File: src/rtl/allocator_rr_param_if.sv
// ---------------------------------------------------------------------------
// allocator_rr_param_if
//
// Bundles the switch-side signals of one output-port allocator.
//   master : the switch fabric (drives flits/valids/backpressure, observes
//            the allocator decisions)
//   slave  : the allocator itself
//
// Signals
//   which_port  PORT_W       ID of the output port served (static)
//   flit_in     N_IN*FLIT_W  input flits, input i at [i*FLIT_W +: FLIT_W]
//   valid_in    N_IN         per-input flit valid
//   busy_in     1            downstream output buffer full
//   select      N_IN         one-hot-or-zero crossbar mux select
//   valid_out   1            flit presented at the output port
//   not_accept  N_IN         per-input "flit not taken this cycle"
//   shift_ctl   1            new grant issued this cycle
//   lock_out    N_IN         registered packet-ownership vector
//   wdog_err    1            sticky watchdog error
// ---------------------------------------------------------------------------
interface allocator_rr_param_if #(
    parameter int N_IN   = 4,
    parameter int FLIT_W = 80,
    parameter int PORT_W = 2
);
    logic [PORT_W-1:0]      which_port;
    logic [N_IN*FLIT_W-1:0] flit_in;
    logic [N_IN-1:0]        valid_in;
    logic                   busy_in;
    logic [N_IN-1:0]        select;
    logic                   valid_out;
    logic [N_IN-1:0]        not_accept;
    logic                   shift_ctl;
    logic [N_IN-1:0]        lock_out;
    logic                   wdog_err;

    modport master (
        output which_port, flit_in, valid_in, busy_in,
        input  select, valid_out, not_accept, shift_ctl, lock_out, wdog_err
    );

    modport slave (
        input  which_port, flit_in, valid_in, busy_in,
        output select, valid_out, not_accept, shift_ctl, lock_out, wdog_err
    );
endinterface

File: src/rtl/allocator_rr_param.sv
// ---------------------------------------------------------------------------
// allocator_rr_param
//
// Round-robin allocator for one NoC switch output port. Inputs whose head
// (or single-flit) packet targets this port request; a one-hot pointer
// rotates priority. A HEAD grant locks the port to that input until its
// TAIL is accepted downstream; SING grants never lock.
//
// Ports
//   clk   clock, rising edge
//   rst   synchronous, active-high reset
//   bus   allocator_rr_param_if.slave (see the interface file)
//
// Optional feature
//   ALLOC_WATCHDOG_EN  when defined, a stall counter sets the sticky
//                      wdog_err after WDOG_CYC consecutive stalled cycles
//                      of a locked packet; otherwise wdog_err is tied low.
//
// Flit-type codes come from noc_parameters.v (ENC_HEAD/PAYL/TAIL/SING);
// fallback values are defined here when that file is not in the build.
// ---------------------------------------------------------------------------
`ifndef ENC_HEAD
`define ENC_HEAD 2'b00
`endif
`ifndef ENC_PAYL
`define ENC_PAYL 2'b01
`endif
`ifndef ENC_TAIL
`define ENC_TAIL 2'b10
`endif
`ifndef ENC_SING
`define ENC_SING 2'b11
`endif

module allocator_rr_param #(
    parameter int N_IN     = 4,
    parameter int FLIT_W   = 80,
    parameter int FTYPE_W  = 2,
    parameter int PORT_W   = 2,
    parameter int WDOG_CYC = 255
) (
    input  logic                 clk,
    input  logic                 rst,
    allocator_rr_param_if.slave  bus
);

    localparam int DW = 2 * N_IN;

    if (N_IN < 1 || N_IN > 16) begin : g_bad_n_in
        $error("allocator_rr_param: N_IN must be 1..16");
    end
    if (WDOG_CYC < 1 || WDOG_CYC > 65535) begin : g_bad_wdog
        $error("allocator_rr_param: WDOG_CYC must be 1..65535");
    end
    if (FLIT_W < FTYPE_W + PORT_W) begin : g_bad_flit
        $error("allocator_rr_param: FLIT_W too small for type and port fields");
    end

    logic [N_IN-1:0] lock_q, lock_d;
    logic [N_IN-1:0] ptr_q, ptr_d;

    logic [N_IN-1:0] is_head;
    logic [N_IN-1:0] is_tail;
    logic [N_IN-1:0] request;
    logic [N_IN-1:0] grant;
    logic [N_IN-1:0] want;
    logic [N_IN-1:0] ptr_rot;
    logic [N_IN-1:0] prio_mask;
    logic [DW-1:0]   dbl_req;
    logic [DW-1:0]   dbl_gnt;
    logic            avail;

    // Payload bits beyond the routing fields are not inspected here.
    logic            unused_flit_bits;
    assign unused_flit_bits = ^bus.flit_in;

    // -----------------------------------------------------------------------
    // Per-input decode
    // -----------------------------------------------------------------------
    for (genvar i = 0; i < N_IN; i++) begin : g_in
        logic [FTYPE_W-1:0] ftype;
        logic [PORT_W-1:0]  dest;
        logic               is_sing;

        assign ftype      = bus.flit_in[i*FLIT_W +: FTYPE_W];
        assign dest       = bus.flit_in[i*FLIT_W + FTYPE_W +: PORT_W];
        assign is_head[i] = (ftype == FTYPE_W'(`ENC_HEAD));
        assign is_tail[i] = (ftype == FTYPE_W'(`ENC_TAIL));
        assign is_sing    = (ftype == FTYPE_W'(`ENC_SING));
        assign request[i] = bus.valid_in[i] & (is_head[i] | is_sing)
                          & (dest == bus.which_port);

        // Pointer advances to the input just after the granted one.
        assign ptr_rot[(i + 1) % N_IN] = grant[i];
    end

    // -----------------------------------------------------------------------
    // Round-robin grant
    // The low half of dbl_req holds only requesters at or above the pointer;
    // the high half holds all requesters, so the lowest set bit of the
    // doubled vector is the first requester in wrap-around order.
    // -----------------------------------------------------------------------
    assign avail     = (lock_q == '0) & ~bus.busy_in;
    assign prio_mask = ~(ptr_q - N_IN'(1));
    assign dbl_req   = {request, request & prio_mask};
    assign dbl_gnt   = dbl_req & (~dbl_req + DW'(1));

    always_comb begin
        grant = '0;
        if (avail) begin
            grant = dbl_gnt[N_IN-1:0] | dbl_gnt[DW-1:N_IN];
        end
    end

    // -----------------------------------------------------------------------
    // Next state
    // A locked TAIL only releases the lock once it is actually taken
    // (busy_in low); a TAIL held off by backpressure keeps ownership.
    // -----------------------------------------------------------------------
    always_comb begin
        ptr_d = ptr_q;
        if (|grant) begin
            ptr_d = ptr_rot;
        end
    end

    assign lock_d = (grant & is_head)
                  | (lock_q & ~(bus.valid_in & is_tail & {N_IN{~bus.busy_in}}));

    always_ff @(posedge clk) begin
        if (rst) begin
            lock_q <= '0;
            ptr_q  <= N_IN'(1);
        end else begin
            lock_q <= lock_d;
            ptr_q  <= ptr_d;
        end
    end

    // -----------------------------------------------------------------------
    // Outputs
    // PAYL/TAIL from an unlocked input never request and are not locked, so
    // they drop out of want and are neither accepted nor back-pressured.
    // -----------------------------------------------------------------------
    assign want           = (request | lock_q) & bus.valid_in;
    assign bus.select     = grant | (lock_q & bus.valid_in);
    assign bus.not_accept = want & (~(grant | lock_q) | {N_IN{bus.busy_in}});
    assign bus.valid_out  = (|(lock_q & bus.valid_in))
                          | ((|request) & (lock_q == '0));
    assign bus.shift_ctl  = |grant;
    assign bus.lock_out   = lock_q;

    // -----------------------------------------------------------------------
    // Watchdog
    // A locked packet is stalled whenever its owner presents nothing or the
    // downstream buffer is full; any accepted locked flit or an idle port
    // restarts the count. The counter saturates so wdog_err cannot re-arm.
    // -----------------------------------------------------------------------
`ifdef ALLOC_WATCHDOG_EN
    localparam int CNT_W = $clog2(WDOG_CYC + 1);

    logic [CNT_W-1:0] wd_cnt_q, wd_cnt_d;
    logic             wd_err_q, wd_err_d;
    logic             stall;

    assign stall = (|lock_q) & (~(|(bus.valid_in & lock_q)) | bus.busy_in);

    always_comb begin
        wd_cnt_d = '0;
        wd_err_d = wd_err_q;
        if (stall) begin
            wd_cnt_d = wd_cnt_q;
            if (wd_cnt_q != CNT_W'(WDOG_CYC)) begin
                wd_cnt_d = wd_cnt_q + CNT_W'(1);
            end
            if (wd_cnt_q == CNT_W'(WDOG_CYC - 1)) begin
                wd_err_d = 1'b1;
            end
        end
    end

    always_ff @(posedge clk) begin
        if (rst) begin
            wd_cnt_q <= '0;
            wd_err_q <= 1'b0;
        end else begin
            wd_cnt_q <= wd_cnt_d;
            wd_err_q <= wd_err_d;
        end
    end

    assign bus.wdog_err = wd_err_q;
`else
    assign bus.wdog_err = 1'b0;
`endif

endmodule
File: src/flat_wrapper.sv
// flat-port wrapper written by rule: the top's interface ports become plain ports
module allocator_rr_param_flat 
#(
    parameter int N_IN     = 4,
    parameter int FLIT_W   = 80,
    parameter int FTYPE_W  = 2,
    parameter int PORT_W   = 2,
    parameter int WDOG_CYC = 255
)
  (clk, rst, bus_which_port, bus_flit_in, bus_valid_in, bus_busy_in, bus_select, bus_valid_out, bus_not_accept, bus_shift_ctl, bus_lock_out, bus_wdog_err);
  allocator_rr_param_if #(.N_IN(N_IN), .FLIT_W(FLIT_W), .PORT_W(PORT_W)) bus_i ();
  input  logic clk;
  input  logic rst;
  input wire logic [$bits(bus_i.which_port)-1:0] bus_which_port;
  input wire logic [$bits(bus_i.flit_in)-1:0] bus_flit_in;
  input wire logic [$bits(bus_i.valid_in)-1:0] bus_valid_in;
  input wire logic [$bits(bus_i.busy_in)-1:0] bus_busy_in;
  output wire logic [$bits(bus_i.select)-1:0] bus_select;
  output wire logic [$bits(bus_i.valid_out)-1:0] bus_valid_out;
  output wire logic [$bits(bus_i.not_accept)-1:0] bus_not_accept;
  output wire logic [$bits(bus_i.shift_ctl)-1:0] bus_shift_ctl;
  output wire logic [$bits(bus_i.lock_out)-1:0] bus_lock_out;
  output wire logic [$bits(bus_i.wdog_err)-1:0] bus_wdog_err;
  assign bus_i.which_port = bus_which_port;
  assign bus_i.flit_in = bus_flit_in;
  assign bus_i.valid_in = bus_valid_in;
  assign bus_i.busy_in = bus_busy_in;
  assign bus_select = bus_i.select;
  assign bus_valid_out = bus_i.valid_out;
  assign bus_not_accept = bus_i.not_accept;
  assign bus_shift_ctl = bus_i.shift_ctl;
  assign bus_lock_out = bus_i.lock_out;
  assign bus_wdog_err = bus_i.wdog_err;
  allocator_rr_param #(.N_IN(N_IN), .FLIT_W(FLIT_W), .FTYPE_W(FTYPE_W), .PORT_W(PORT_W), .WDOG_CYC(WDOG_CYC)) u_core (.clk(clk), .rst(rst), .bus(bus_i));
endmodule
File: config.mk
export PLATFORM = sky130hd
export DESIGN_NAME = allocator_rr_param_flat
export DESIGN_NICKNAME = d
export VERILOG_FILES = /design/src/rtl/allocator_rr_param_if.sv /design/src/rtl/allocator_rr_param.sv /design/src/flat_wrapper.sv
export SDC_FILE = /design/constraint.sdc
export NUM_CORES = 1
export LEC_CHECK = 0
export BUFFER_PORTS_ARGS = -buffer_cell sky130_fd_sc_hd__buf_2
export CAP_MARGIN = 40
export CORE_AREA = 2 2 132 134
export CTS_CLUSTER_SIZE = 20
export DETAILED_ROUTE_END_ITERATION = 8
export DIE_AREA = 0 0 134 136
export SLEW_MARGIN = 5
export SYNTH_ARGS = -nofsm -noshare
export SYNTH_HDL_FRONTEND = slang
export SYNTH_SLANG_ARGS = --single-unit
File: constraint.sdc
create_clock -name clk -period 2.4 [get_ports clk]
set_input_delay 0.12 -clock clk [delete_from_list [all_inputs] [get_ports clk]]
set_output_delay 0.12 -clock clk [all_outputs]
set_load 0.05 [all_outputs]
# == Yosys cells after proc, flatten, opt, wreduce, memory -nomap -nowiden ==
# Index checks and enable logic that the tools add are counted.
# W data, S select, Z words.
# op_classes
addsub,2
n_eq_ne,12
mux,1
n_bitwise,35
reduce_logical,8
# ops
cell,n
$and A4 B4 Y4,8
$or A4 B4 Y4,6
$eq A2 B2 Y1 const B,8
$not A4 Y4,3
$reduce_or A4 Y1,3
$and A1 B1 Y1,10
$add A8 B1 Y8 const B,1
$and A8 B8 Y8,1
$eq A2 B2 Y1,4
$logic_not A2 Y1,4
$not A8 Y8,1
$or A1 B1 Y1,5
$logic_not A4 Y1,1
$mux W4,1
$sub A4 B1 Y4 const B,1
$not A1 Y1,1
# word_totals
register_bits,8
in_bits,329
out_inout_bits,15
elab_cells,60

# == Depth between registers and ports, before layout ==
# Gate-level depths: netlist of the first run.
# logic_depth
word_depth,14
ltp_mapped,9
mapped_depth_nobuf,8

# == Worst setup path before layout of the first run ==
# Ideal clock, no wire load.
# synth_timing
kind,flip-flop to output port
startpoint,register u_core.ptr_q[0]
endpoint,output port bus_not_accept[1]
arrival_ns,2.708
required_time_ns,2.280
slack_ns,-0.428
path_stages_with_launch,8
path_buffers,0
path_cell_list,dfxtp_1 inv_1 ha_1 xnor2_1 and4_1 a211oi_2 a32o_2 o32ai_1
# synth_between
elab_chain_cells,12
# synth_rtl
element,line,text
start: declaration,allocator_rr_param.sv:60,"logic [N_IN-1:0] ptr_q, ptr_d;"
start signal: assignment,allocator_rr_param.sv:136,ptr_q <= ptr_d;
$sub A4 B1 Y4 *,allocator_rr_param.sv:104,assign prio_mask = ~(ptr_q - N_IN'(1));
$not A4 Y4 *,allocator_rr_param.sv:104,
$and A4 B4 Y4 *,allocator_rr_param.sv:105,"assign dbl_req = {request, request & prio_mask};"
$not A8 Y8,allocator_rr_param.sv:106,assign dbl_gnt = dbl_req & (~dbl_req + DW'(1));
$add A8 B1 Y8,allocator_rr_param.sv:106,
$and A8 B8 Y8 *,allocator_rr_param.sv:106,
$or A4 B4 Y4 *,allocator_rr_param.sv:111,grant = dbl_gnt[N_IN-1:0] | dbl_gnt[DW-1:N_IN];
$mux W4 *,allocator_rr_param.sv:110,if (avail) begin
$or A4 B4 Y4 *,allocator_rr_param.sv:147,assign bus.not_accept = want & (~(grant | lock_q) | {N_IN{bus.busy_in}});
$not A4 Y4 *,allocator_rr_param.sv:147,
$or A4 B4 Y4 *,allocator_rr_param.sv:147,
$and A4 B4 Y4 *,allocator_rr_param.sv:147,
end: declaration,flat_wrapper.sv:20,output wire logic [$bits(bus_i.not_accept)-1:0] bus_not_accept;
# Every way passes the cells marked *; elsewhere a longest branch is shown, timed or not.

# == Final worst setup path of the first run ==
# layout_timing
startpoint,"register u_core.lock_q[0], in the netlist u_core.bus.lock_out[0]"
endpoint,output port bus_shift_ctl
# layout_between
elab_chain_cells,4
# layout_rtl
element,line,text
start: declaration,allocator_rr_param.sv:59,"logic [N_IN-1:0] lock_q, lock_d;"
start signal: assignment,allocator_rr_param.sv:135,lock_q <= lock_d;
$logic_not A4 Y1,allocator_rr_param.sv:103,assign avail = (lock_q == '0) & ~bus.busy_in;
$and A1 B1 Y1,allocator_rr_param.sv:103,
$mux W4,allocator_rr_param.sv:110,
$reduce_or A4 Y1,allocator_rr_param.sv:150,assign bus.shift_ctl = |grant;
end: declaration,flat_wrapper.sv:21,output wire logic [$bits(bus_i.shift_ctl)-1:0] bus_shift_ctl;
# Every way passes these cells.

==> results of run 1 <==
==> final timing paths <==
check	to	slack [ns]	depth (start not counted)
setup / recovery	bus_shift_ctl	0.08	7
hold / removal	u_core.bus.lock_out[1]	0.20	2
hold reg to reg	u_core.ptr_q[1]	0.50	2
setup reg to reg	u_core.ptr_q[2]	0.40	7
==> Yosys cell counts, drive strengths merged, types with 3 or more instances <==
cell type | number | share of area (%)
nand3 | 4 | 2.1
xor2 | 4 | 3.6
ha | 9 | 12
a211oi | 3 | 4.1
nand2 | 11 | 4.3
a21oi | 4 | 2.1
nand3b | 4 | 3.1
nor3 | 5 | 3.1
xnor2 | 6 | 5.4
dfxtp | 8 | 17
o21ai | 3 | 1.5
nand2b | 5 | 4.8
nor2 | 9 | 3.5
inv | 14 | 5.4
==> report_power, final <==
part	leakage, uW	internal [uW]	switching [uW]
sequential	0.0000653	139	4.29
clock	0.0000370	215	63.0
combinational	0.000625	115	165
total	0.000727	468	232
==> through the flow <==
stage	power (uW)	cell area [sq um]	worst slack, ns	setup TNS, ns	utilization, %
after floorplan	306.6	988.4	0.05187	0	-
after global placement	389.1	1519	0.03791	0	9.001
after detailed placement	390.2	1519	0.02145	0	9.001
after CTS	679.7	1610	0.002463	0	9.542
after global routing	743.2	1720	-0.01971	-0.03015	10.19
final	700.3	1720	0.07906	0	10.19
==> sequential cells by signal (all words and copies together) (netlist names) <==
signal	count
u_core.bus.lock_out	4
u_core.ptr_q	4
==> cell families after synthesis <==
group,count (synthesis),share of synthesized area (%)
fa+ha+maj,9,11.63
compound gates,26,21.84
buf+inv,17,7.105
flops,8,16.54
simple gates,52,33.46
xor+xnor,10,9.044
other cells,1,0.3872
==> layer usage <==
layer | wire [um] | track usage [%]
met1 | 1608 | 4.936
met5 | 0 | 0
met3 | 161 | 0.8203
met4 | 10 | 0.5319
met2 | 1763 | 6.809
==> final cells by class <==
type	instances	area, sq um	share of cell area (%)
clock buffers	3	75.07	4.364
multi-input cells	98	830.8	48.29
repair buffers	50	316.6	18.40
flip-flops and latches	8	163.9	9.527
well taps	225	281.5	16.36
inverters	14	52.55	3.055
==> repair_timing <==
item	CTS	global route
pin swaps	1	5
gates cloned	0	0
hold buffers	0	0
resized for setup	4	26
setup buffers	0	2
setup endpoints to repair	2	7
==> parameters.txt, run 1 <==
Parameter                              Value

Synthesis
  Proportion of synthesized chip area in sequential cells ... 16.54%
  Most common flop cell mapped by yosys ... dfxtp_1
  Cell area after synthesis ... about 970 sq um
  Synth Register Bits ... 8
  Yosys Warn Count ... 0
  Post-synth EDFFs ... 0
  Avg Synthesized Cell Area ... between 7 and 8 sq um
  Gate count after technology mapping ... 123
  FFs w/ async S/R, synth ... 0%
  Net count of the mapped netlist ... around 460
  Distinct cells, synth ... slightly below 50

STA
  Share of the cycle needed by the critical path after routing ... a little over nine tenths
  Hold Vio Cnt, Final ... 0
  Number of max-slew violations in the final report ... 0
  Skew final ... roughly 0.0013 ns
  RSZ-0062 raised after global routing ... yes
  Final setup violation count ... 0
  Maximum frequency from static timing analysis ... 430.9 MHz
  Min Tclk post-route ... about 2.3 ns
  Final hold slack ... 0.2002 ns

GRT
  Global routing usage summed across all routing layers ... about 3.9%
  Maximum number of pins on one net before global-route repair ... 12
  Antenna violations before repair ... 0
  Via count of the first global-routing pass ... between 1k and 1.5k
  Overflow left after global routing ... 0
  First-pass GRT wire length ... around 5500 um

Drt
  Number of DRC violations after detailed-routing iteration 0 ... 22
  Via count ... 1044
  First-pass iteration count of the detailed router ... 4
  DR DRC count ... 0
  Wire length per cell after detailed routing ... between 8 and 9 um
  Sum of routed wire length over all layers ... 3543 um
  Via density per instance ... 2.623
  Antenna Nets Post-Route ... 0

Floorplanning
  Area of the die ... 0.01822 sq mm
  Initial cell density of the core ... around 5.7%
  Die W ... approximately 130 um
  Std-Cell Core Area ... 0.01688 sq mm
  Number of cell rows ... 48
  Number of ports placed on the die boundary ... roughly 340
  Die Height ... 136 um

Critical path
  Crit path cell chain ... or4_4 -> nand2b_4 -> a211oi_4 -> o211ai_2 -> nand2_1 -> or2_4 -> buf_8
  Maximum cell stage delay along the critical path ... about 0.53 ns
  Cell type of the slowest stage on the worst timing path ... or4_4
  CP delay by family, top ... simple AND/OR/NAND/NOR gates
  Worst-path maximum fanout ... 5
  Buffering stage count on the worst path with inverters included ... 1
  CP required ... roughly 2.3 ns
  Origin of the worst setup path ... u_core.bus.lock_out[0]
  R2r startpoint ... u_core.bus.lock_out[0]
  Critical Path End Type ... output port
  Worst setup path category ... flop to output port
  Arrival time reported for the critical path endpoint ... roughly 2.2 ns
  Startpoint type of the worst setup path ... flop

Cells and area
  Fill cell count ... between 1.5k and 2k
  Filler-free cell count of the finished design ... 398
  Commonest cells after routing, fill and taps aside ... buf_2 (31), inv_1 (12), buf_4 (12)
  Diodes inserted ... 0
  Nets@finish ... between 500 and 600
  Most common cell after layout, fill and taps aside ... buf_2
  Area growth from synthesis to final layout ... 77.65%
  Ratio of cells with drive above 1 in the final layout ... about 48%

Pwr
  Power per Cell Area ... 407.1 mW/mm^2
  Max rail drop VDD ... 0.2218 mV
  Leakage power total ... about 0.00073 uW

Clock network
  Worst-path clk slew ... ~0.04 ns
  Max Root-Sink Buffers ... 2
  Clock tree from TritonCTS ... built
  Clock latency on the worst-skew pair ... about 0.23 ns
  Clock root buffer ... clkbuf_16
  CTS buffer count ... 3
  Total clock sinks ... 8
  CTS HTree Levels ... 1

Placement
  Detail Placement HPWL ... just over 3000 um
  Routability congestion estimate from global placement ... between 0.7 and 0.8
  Placed Instances ... ~390
  Input/output buffers ... 38

Min path
  Startpoint of the worst hold path ... rst
  Min-Delay Path Class ... input pin to flop

Flow run
  Max-Cap Viols ... 0

Run status
  Result of the run ... finished, final reports clean
(Power assumes the default switching activity.)
==> run 2: changes to the inputs <==
--- a/config.mk
+++ b/config.mk
@@ -11,6 +11,7 @@
 export CTS_CLUSTER_SIZE = 20
 export DETAILED_ROUTE_END_ITERATION = 8
 export DIE_AREA = 0 0 134 136
+export MAX_ROUTING_LAYER = met4
 export SLEW_MARGIN = 5
 export SYNTH_ARGS = -nofsm -noshare
 export SYNTH_HDL_FRONTEND = slang
==> parameters.txt, run 2 (synthesis results as in run 1) <==
Parameter                              Value

Cells and area
  Commonest cells after routing, fill and taps aside ... buf_2 (31), inv_1 (12), buf_4 (12)
  Most common cell after layout, fill and taps aside ... buf_2
  Post-Layout Inst Area ... about 0.0017 sq mm
  Filler-free cell count of the finished design ... 398
  Fill cell count ... 1943
  Diodes inserted ... 0
  Area growth from synthesis to final layout ... 77.65%
  Ratio of cells with drive above 1 in the final layout ... a little under half
  Nets@finish ... 513

Placement
  Input/output buffers ... 38
  Detail Placement HPWL ... 3095 um
  Placed Area ... about 0.0015 sq mm
  Routability congestion estimate from global placement ... 0.8106
  Worst slack, placed ... about 0.021 ns
  Placed Instances ... 393

Critical path
  Arrival time reported for the critical path endpoint ... 2.20 ns
  Worst-path maximum fanout ... 5
  Worst setup path category ... flop to output port
  Crit path cell chain ... or4_4 -> nand2b_4 -> a211oi_4 -> o211ai_2 -> nand2_1 -> or2_4 -> buf_8
  Cell type of the slowest stage on the worst timing path ... or4_4
  Startpoint type of the worst setup path ... flop
  Maximum cell stage delay along the critical path ... approximately 0.53 ns
  Critical Path End Type ... output port
  CP required ... 2.28 ns

Clock network
  Clock latency on the worst-skew pair ... 0.23 ns
  CTS buffer count ... 3
  Clock tree from TritonCTS ... built
  CTS HTree Levels ... 1
  Worst-path clk slew ... about 0.04 ns
  Clock root buffer ... clkbuf_16
  Total clock sinks ... 8
  Post-cts hold buffer count ... 0
  Max Root-Sink Buffers ... 2

Floorplanning
  Initial cell density of the core ... under 10%
  Number of cell rows ... between 40 and 50
  Die Height ... about 140 um
  Area of the die ... approximately 0.018 sq mm
  Die W ... between 100 and 150 um
  Std-Cell Core Area ... 0.01688 sq mm
  Number of ports placed on the die boundary ... approximately 340

STA
  Number of max-slew violations in the final report ... 0
  Min Tclk post-route ... roughly 2.3 ns
  Maximum frequency from static timing analysis ... about 430 MHz
  Final setup violation count ... 0
  RSZ-0062 raised after global routing ... yes
  Worst-case setup margin in the final layout ... a little under 0.08 ns
  Hold Vio Cnt, Final ... 0
  Skew final ... 0.001417 ns
  Share of the cycle needed by the critical path after routing ... a little over nine tenths

GRT
  Overflow left after global routing ... 0
  Via count of the first global-routing pass ... a little over 1k
  Maximum number of pins on one net before global-route repair ... 12
  First-pass GRT wire length ... approximately 5500 um
  Antenna violations before repair ... 0
  Global routing usage summed across all routing layers ... 3.972%

Run status
  Result of the run ... finished, final reports clean

Drt
  First-pass iteration count of the detailed router ... 4
  Number of DRC violations after detailed-routing iteration 0 ... 22
  Top routing layer in use ... met4
  DR DRC count ... 0
  Via density per instance ... ~2.6
  Antenna Nets Post-Route ... 0
  Via count ... roughly 1.0k
  Met1 Routed Length ... roughly 1600 um
  Total length of routed met3 wires ... roughly 140 um
  Wire length per cell after detailed routing ... just under 9 um
  Amount of wire on met2 after detailed routing ... about 1800 um
  Sum of routed wire length over all layers ... ~3500 um

Pwr
  Leakage power total ... roughly 0.00073 uW
  Max rail drop VDD ... approximately 0.22 mV
  Power per Cell Area ... roughly 410 mW/mm^2

Min path
  Min-Delay Path Class ... input pin to flop

Flow run
  Max-Cap Viols ... 0
[run 2: cell counts in the layout (fill, tap and decap cells not counted)]
Identical to the previous run, type by type.
[run 2: power breakdown]
part	switching (uW)	internal [uW]	leakage, uW
Clock	62.9	215	0.0000370
Sequential	4.30	139	0.0000653
Combinational	165	115	0.000625
Total	232	468	0.000727
[run 2: timing repair]
action / 4_1_cts / 5_1_grt
buffers inserted: 0 / 2
endpoints found under the setup margin: 2 / 7
hold endpoints to repair: 0 / 0
gates resized for setup: 4 / 26
pin swaps: 1 / 5
[run 2: critical path: cells and delay by family, from the launching register on]
family | cells | cell delay [ns]
compound gates | 2 | 0.53
buf+inv | 1 | 0.14
flops | 1 | 0.32
simple gates | 4 | 0.98
[run 2: per-stage QoR]
| step | utilization (%) | hold slack, ns | TNS [ns] | total power (uW) |
|---|---|---|---|---|
| after global routing | 10.19 | 0.2081 | -0.03015 | 743.2 |
| after global placement | 9.001 | 0.4346 | 0 | 389.1 |
| after CTS | 9.542 | 0.1960 | 0 | 679.7 |
| after floorplan | - | 0.3029 | 0 | 306.6 |
| final | 10.19 | 0.2003 | 0 | 700.3 |
| after detailed placement | 9.001 | 0.4334 | 0 | 390.2 |
[run 2: per-layer routing]
| metal | vias to the layer above | GRT usage [%] |
|---|---|---|
| li1 | 542 | - |
| met1 | 465 | 4.981 |
| met2 | 36 | 6.809 |
| met3 | 3 | 0.7457 |
| met4 | 0 | 0.5319 |
| met5 | - | - |
[run 2: layout make-up]
type	instances	area, sq um	share of cell area, %
multi-input combinational	98	830.8	48.29
tap	225	281.5	16.36
timing repair buffer	50	316.6	18.40
sequential	8	163.9	9.527
clock buffer	3	75.07	4.364
inverter	14	52.55	3.055
[run 2: final timing paths]
path	start	end	slack (ns)	cells after the start
worst min register to register	u_core.ptr_q[1]	u_core.ptr_q[1]	0.50	2
worst max register to register	u_core.bus.lock_out[0]	u_core.ptr_q[2]	0.40	7
worst max-delay path	u_core.bus.lock_out[0]	bus_shift_ctl	0.08	7
worst min-delay path	rst	u_core.bus.lock_out[1]	0.20	2
